**src/rtl/instr_encoder_loader.sv**
```systemverilog
// rtl/instr_encoder_loader.sv - packs decoded instruction fields into words and streams them into imem
// A small FIFO decouples the field handshake from imem write stalls.

module instr_encoder_loader #(
   parameter int          ADDR_W     = 9,
   parameter int          FIFO_DEPTH = 4,
   parameter int unsigned BASE_ADDR  = 0
) (
   input  logic              clk,
   input  logic              rst_n,
   input  logic              start,
   input  logic              in_valid,
   output logic              in_ready,
   input  logic [3:0]        in_opcode,
   input  logic [3:0]        in_dtype,
   input  logic [3:0]        in_rd,
   input  logic [3:0]        in_rs1,
   input  logic [3:0]        in_rs2,
   input  logic [11:0]       in_imm,
   output logic              imem_we,
   output logic [ADDR_W-1:0] imem_addr,
   output logic [31:0]       imem_wdata,
   input  logic              imem_stall,
   output logic              busy,
   output logic              done,
   output logic              overflow_err,
   output logic [ADDR_W:0]   instr_count
);

   localparam int PTR_W = $clog2(FIFO_DEPTH);

   localparam logic [1:0] S_IDLE  = 2'd0;
   localparam logic [1:0] S_LOAD  = 2'd1;
   localparam logic [1:0] S_DRAIN = 2'd2;
   localparam logic [1:0] S_DONE  = 2'd3;

   localparam logic [3:0]        OP_ST     = 4'h6;
   localparam logic [3:0]        OP_HALT   = 4'hF;
   localparam logic [31:0]       HALT_WORD = 32'hF000_0000;
   localparam logic [ADDR_W-1:0] BASE      = ADDR_W'(BASE_ADDR);
   localparam logic [ADDR_W-1:0] LAST_ADDR = '1;
   localparam logic [PTR_W:0]    PTR_ONE   = (PTR_W+1)'(1);
   localparam logic [ADDR_W-1:0] ADDR_ONE  = ADDR_W'(1);
   localparam logic [ADDR_W:0]   CNT_ONE   = (ADDR_W+1)'(1);

   logic [1:0]        state_q, state_d;
   logic [PTR_W:0]    rd_ptr_q, rd_ptr_d;
   logic [PTR_W:0]    wr_ptr_q, wr_ptr_d;
   logic [ADDR_W-1:0] waddr_q, waddr_d;
   logic [ADDR_W:0]   count_q, count_d;
   logic              we_q, we_d;
   logic [ADDR_W-1:0] addr_q, addr_d;
   logic [31:0]       wdata_q, wdata_d;
   logic              ovf_q, ovf_d;

   logic [31:0] fifo_mem_q [FIFO_DEPTH];

   logic        fifo_empty;
   logic        fifo_full;
   logic        push;
   logic        pop;
   logic        ovf_hit;
   logic [31:0] head_word;
   logic [31:0] enc_word;

   function automatic logic [31:0] encode(
      input logic [3:0]  op,
      input logic [3:0]  dt,
      input logic [3:0]  rd,
      input logic [3:0]  rs1,
      input logic [3:0]  rs2,
      input logic [11:0] imm
   );
      logic [31:0] w;
      if (op == OP_HALT) begin
         w = HALT_WORD;
      end else if (op == OP_ST) begin
         w = {op, dt, 4'h0, rs1, rs2, imm};
      end else begin
         w = {op, dt, rd, rs1, rs2, imm};
      end
      return w;
   endfunction

   assign fifo_empty = (rd_ptr_q == wr_ptr_q);
   assign fifo_full  = (rd_ptr_q[PTR_W] != wr_ptr_q[PTR_W]) &&
                       (rd_ptr_q[PTR_W-1:0] == wr_ptr_q[PTR_W-1:0]);
   assign head_word  = fifo_mem_q[rd_ptr_q[PTR_W-1:0]];
   assign enc_word   = encode(in_opcode, in_dtype, in_rd, in_rs1, in_rs2, in_imm);

   assign in_ready = (state_q == S_LOAD) && !fifo_full;
   assign push     = in_valid && in_ready;
   assign pop      = ((state_q == S_LOAD) || (state_q == S_DRAIN)) && !fifo_empty && !imem_stall;
   // Only HALT words carry opcode F, so the head opcode tells a clean finish from exhaustion.
   assign ovf_hit  = pop && (head_word[31:28] != OP_HALT) && (waddr_q == LAST_ADDR);

   always_comb begin
      state_d  = state_q;
      rd_ptr_d = rd_ptr_q;
      wr_ptr_d = wr_ptr_q;
      waddr_d  = waddr_q;
      count_d  = count_q;
      we_d     = pop;
      addr_d   = addr_q;
      wdata_d  = wdata_q;
      ovf_d    = ovf_q;

      if (push) begin
         wr_ptr_d = wr_ptr_q + PTR_ONE;
      end

      if (pop) begin
         addr_d   = waddr_q;
         wdata_d  = head_word;
         count_d  = count_q + CNT_ONE;
         rd_ptr_d = rd_ptr_q + PTR_ONE;
         if (waddr_q != LAST_ADDR) begin
            waddr_d = waddr_q + ADDR_ONE;
         end
      end

      case (state_q)
         S_IDLE, S_DONE: begin
            if (start) begin
               state_d  = S_LOAD;
               waddr_d  = BASE;
               count_d  = '0;
               ovf_d    = 1'b0;
               rd_ptr_d = '0;
               wr_ptr_d = '0;
            end
         end
         S_LOAD: begin
            if (push && (in_opcode == OP_HALT)) begin
               state_d = S_DRAIN;
            end
         end
         S_DRAIN: begin
            if (fifo_empty) begin
               state_d = S_DONE;
            end
         end
         default: state_d = S_IDLE;
      endcase

      // The last non-HALT write still goes out; everything queued behind it is discarded.
      if (ovf_hit) begin
         ovf_d    = 1'b1;
         state_d  = S_DONE;
         rd_ptr_d = '0;
         wr_ptr_d = '0;
      end
   end

   always_ff @(posedge clk or negedge rst_n) begin
      if (!rst_n) begin
         state_q  <= S_IDLE;
         rd_ptr_q <= '0;
         wr_ptr_q <= '0;
         waddr_q  <= BASE;
         count_q  <= '0;
         we_q     <= 1'b0;
         addr_q   <= BASE;
         wdata_q  <= '0;
         ovf_q    <= 1'b0;
      end else begin
         state_q  <= state_d;
         rd_ptr_q <= rd_ptr_d;
         wr_ptr_q <= wr_ptr_d;
         waddr_q  <= waddr_d;
         count_q  <= count_d;
         we_q     <= we_d;
         addr_q   <= addr_d;
         wdata_q  <= wdata_d;
         ovf_q    <= ovf_d;
      end
   end

   always_ff @(posedge clk) begin
      if (push) begin
         fifo_mem_q[wr_ptr_q[PTR_W-1:0]] <= enc_word;
      end
   end

   assign imem_we      = we_q;
   assign imem_addr    = addr_q;
   assign imem_wdata   = wdata_q;
   assign busy         = (state_q == S_LOAD) || (state_q == S_DRAIN);
   assign done         = (state_q == S_DONE);
   assign overflow_err = ovf_q;
   assign instr_count  = count_q;

endmodule

```
**config.mk**
```make
export PLATFORM = sky130hd
export DESIGN_NAME = instr_encoder_loader
export DESIGN_NICKNAME = d
export VERILOG_FILES = /design/src/rtl/instr_encoder_loader.sv
export SDC_FILE = /design/constraint.sdc
export NUM_CORES = 1
export LEC_CHECK = 0
export CAP_MARGIN = 10
export CORE_MARGIN = 5
export CORE_UTILIZATION = 50
export CTS_CLUSTER_SIZE = 12
export DETAILED_ROUTE_END_ITERATION = 12
export HOLD_SLACK_MARGIN = 0.05
export PLACE_DENSITY = 0.75
export SLEW_MARGIN = 5
export SYNTH_ARGS = -nofsm -noshare
export SYNTH_HDL_FRONTEND = slang
export SYNTH_SLANG_ARGS = --single-unit
```
**constraint.sdc**
```tcl
create_clock -name clk -period 2.1 [get_ports clk]
set_input_delay 0.315 -clock clk [delete_from_list [all_inputs] [get_ports clk]]
set_output_delay 0.315 -clock clk [all_outputs]
set_load 0.05 [all_outputs]
```
==> impl_metrics.tcl <==
set metrics [dict create \
    first_pass_iters 4 \
    die_h_um 137 \
    worstMarginPinSlew_ns 0.597 \
    multiInputGateArea_um2 2280 \
    cts_root_buffer "clkbuf_16" \
    drive_above_1_share_pct 16.0 \
    rsz0062_at_grt "no" \
    min_path_type "input port to asynchronous set/reset pin" \
    clk_pin_slew_ns 0.06 \
    dp_hpwl_um 10700 \
    ir_worst_vdd_mv 0.866 \
    initialDrtViolationCount 347 \
    powerDensity_nw_per_um2 1350 \
    wl_per_cell_um 18.4 \
    diodes 0 \
    critPathKind "register to register" \
    synth_cell_types 38 \
    cts_tree "done" \
    slew_violations 0 \
    grt_max_degree 44 \
    synthCells 551 \
    grt_usage_pct 19.0 \
    ys.flop_type "edfxtp_1" \
    ant_nets 0 \
    io_pins 93 \
    fin_tns_setup_ns 0 \
    status "complete, no violations" \
    cts_max_path_buffers 2 \
    yosys-top-cells-area "edfxtp_1 48%, dfrtp_1 22%, mux4_2 9.0%" \
    synthMostInstantiatedCell "nand2_1" \
    wl_um 16300 \
    grt_antenna_before_repair 0 \
    core_um2 15800 \
    finalCritPeriodShare_pct 95.4 \
    grt_remaining_overflow 0 \
    clock.fmax_mhz 499 \
    setup_viol 0 \
    grt_pass1_vias 5141 \
    p_total_mw 13.6 \
    vias 4847 \
    cp.arrival_ns 2.34 \
    cts.sinks 198 \
    finalHoldWorstSlack_ns 0.443 \
    cts_inserted_buffers 17 \
    rows 46 \
    cp_max_fo 36 \
    start_kind "register" \
    syn-cell-area_um2 8020 \
    dp_cells 855 \
    async_reset_ff_share_pct 35.4 \
    endpoint_kind "register" \
    die_x_um 137 \
    avgSynthCellArea_um2 14.6 \
    preCtsSetupSlack_ns 0.0664 \
    port_buffers 92 \
    vias_per_cell 5.45 \
    synth_top_cell_by_area "edfxtp_1" \
    p_leak_nw 3.87 \
    fin_nets 708 \
    htreeDepth 4 \
    drc 0 \
    synthToLayoutAreaGrowth_pct 25.4 \
    finalNonFillerCells 890 \
    required_ns 2.43 \
    post-route-min-period_ns 2.00 \
    clock_latency_ns 0.42 \
    dieArea_um2 18700 \
    syn-num-nets 598 \
    yosys-top-cells-count "139 x nand2_1, 128 x edfxtp_1, 70 x dfrtp_1" \
    ff_latch_area_um2 5600 \
    slew_headroom_pct 60.2 \
    fin_worst_skew_ns 0.0106 \
    yosysSeqAreaShare_pct 69.7 \
    synth_top_area_share_pct 47.9 \
    hold_viol 0 \
    start_util_pct 50.7 \
    synth_edf_count 128 \
    grt_pass1_wl_um 27000 \
    cap_violations 0 \
    yosysWarningCount 0 \
    gp_congestion 0.861 \
    ys_ff_latch 198 \
    num-fill-cells 1129 \
    r2r_slack_ns 0.1 \
    fin_ws_ns 0.0958 \
]
==> placed cells by master, fill, tap and decap left out, types with 2 or more instances in the layout <==
master and n:
nand2_1 139, edfxtp_1 128, clkdlybuf4s50_1 88, dfrtp_1 68, mux4_2 32, and2_1 26
buf_4 20, clkbuf_16 18, a21oi_1 13, or3_1 11, buf_12 11, o21ai_0 10
ha_1 10, inv_1 8, nand3_1 8, nor2_1 7, and3_1 5, o311ai_0 5
xnor2_1 5, and4_1 4, nor2b_1 4, clkinv_2 4, o31ai_1 3, or4_1 3
nand4_1 3, mux2i_1 3, and3_4 3, inv_6 3, xor2_1 2, xor2_2 2
a31oi_1 2, o41ai_1 2, o211ai_1 2, bufinv_16 2, clkinvlp_4 2, dfrtp_2 2
==> layer usage <==
layer	share of wire [%]	GRT usage, %	vias up
met4	1.3	5.88	0
li1	-	-	2221
met5	0	0	-
met1	42	25.5	2449
met3	5.0	4.15	23
met2	51	31.3	154
==> sequential cells by signal, summed over array words and instances, names as in the netlist, 2 cells and up <==
| register | cells |
|---|---|
| fifo_mem_q | 128 |
| imem_wdata | 32 |
| instr_count | 10 |
| imem_addr | 9 |
| waddr_q | 9 |
| rd_ptr_q | 3 |
| wr_ptr_q | 3 |
| state_q | 2 |
==> critical path: stages, from the launching register on <==
cell and delay, ns:
dfrtp_1 0.38, inv_1 0.07, ha_1 0.32, nor2_2 0.16, o31ai_4 0.11, buf_12 0.18, or4_1 0.52, a31oi_1 0.18
==> cells by family after synthesis <==
logic type	synth area share [%]
xor gates and xnor gates	1.17
muxes	9.36
AOI/OAI and AO/OA	3.66
adders and majority gates	1.56
and+or+nand+nor	12.3
buffers and inverters	2.18
DFF	69.7
==> cell type report <==
type / instances / area share (%)
Timing Repair Buffer: 121 / 12.7
Clock buffer: 19 / 4.61
Tap cell: 216 / 2.69
Inverter: 9 / 0.336
Sequential cell: 198 / 55.6
Multi-Input combinational cell: 314 / 22.7
Clock inverter: 13 / 1.41
==> where the power goes <==
| part | internal [mW] | switching [mW] |
|---|---|---|
| clock | 1.87 | 1.41 |
| sequential | 4.94 | 0.361 |
| combinational | 1.93 | 3.08 |
==> worst paths after layout <==
path / end / start / cells after the start
worst max-delay path: waddr_q[6] / state_q[0] / 7
worst min-delay path: instr_count[3] / rst_n / 2
worst max register to register: waddr_q[6] / state_q[0] / 7
worst min register to register: imem_addr[0] / imem_addr[0] / 2
max in group asynchronous: imem_wdata[3] / rst_n / 3
min in group clk: imem_addr[0] / imem_addr[0] / 2
==> timing repair <==
item | 4_1_cts | 5_1_grt
hold buffers | 1 | 0
endpoints found under the hold margin | 42 | 0
endpoints found under the setup margin | 1 | 5
buffers inserted | 2 | 0
resized for setup | 0 | 2
==> per-stage QoR <==
step | utilization, % | area, um2
2_1_floorplan | - | 8040
3_3_place_gp | 59.5 | 9410
3_5_place_dp | 59.5 | 9410
4_1_cts | 63.5 | 10100
6_report | 63.6 | 10100
5_1_grt | 63.6 | 10100
(Power assumes the default switching activity.)
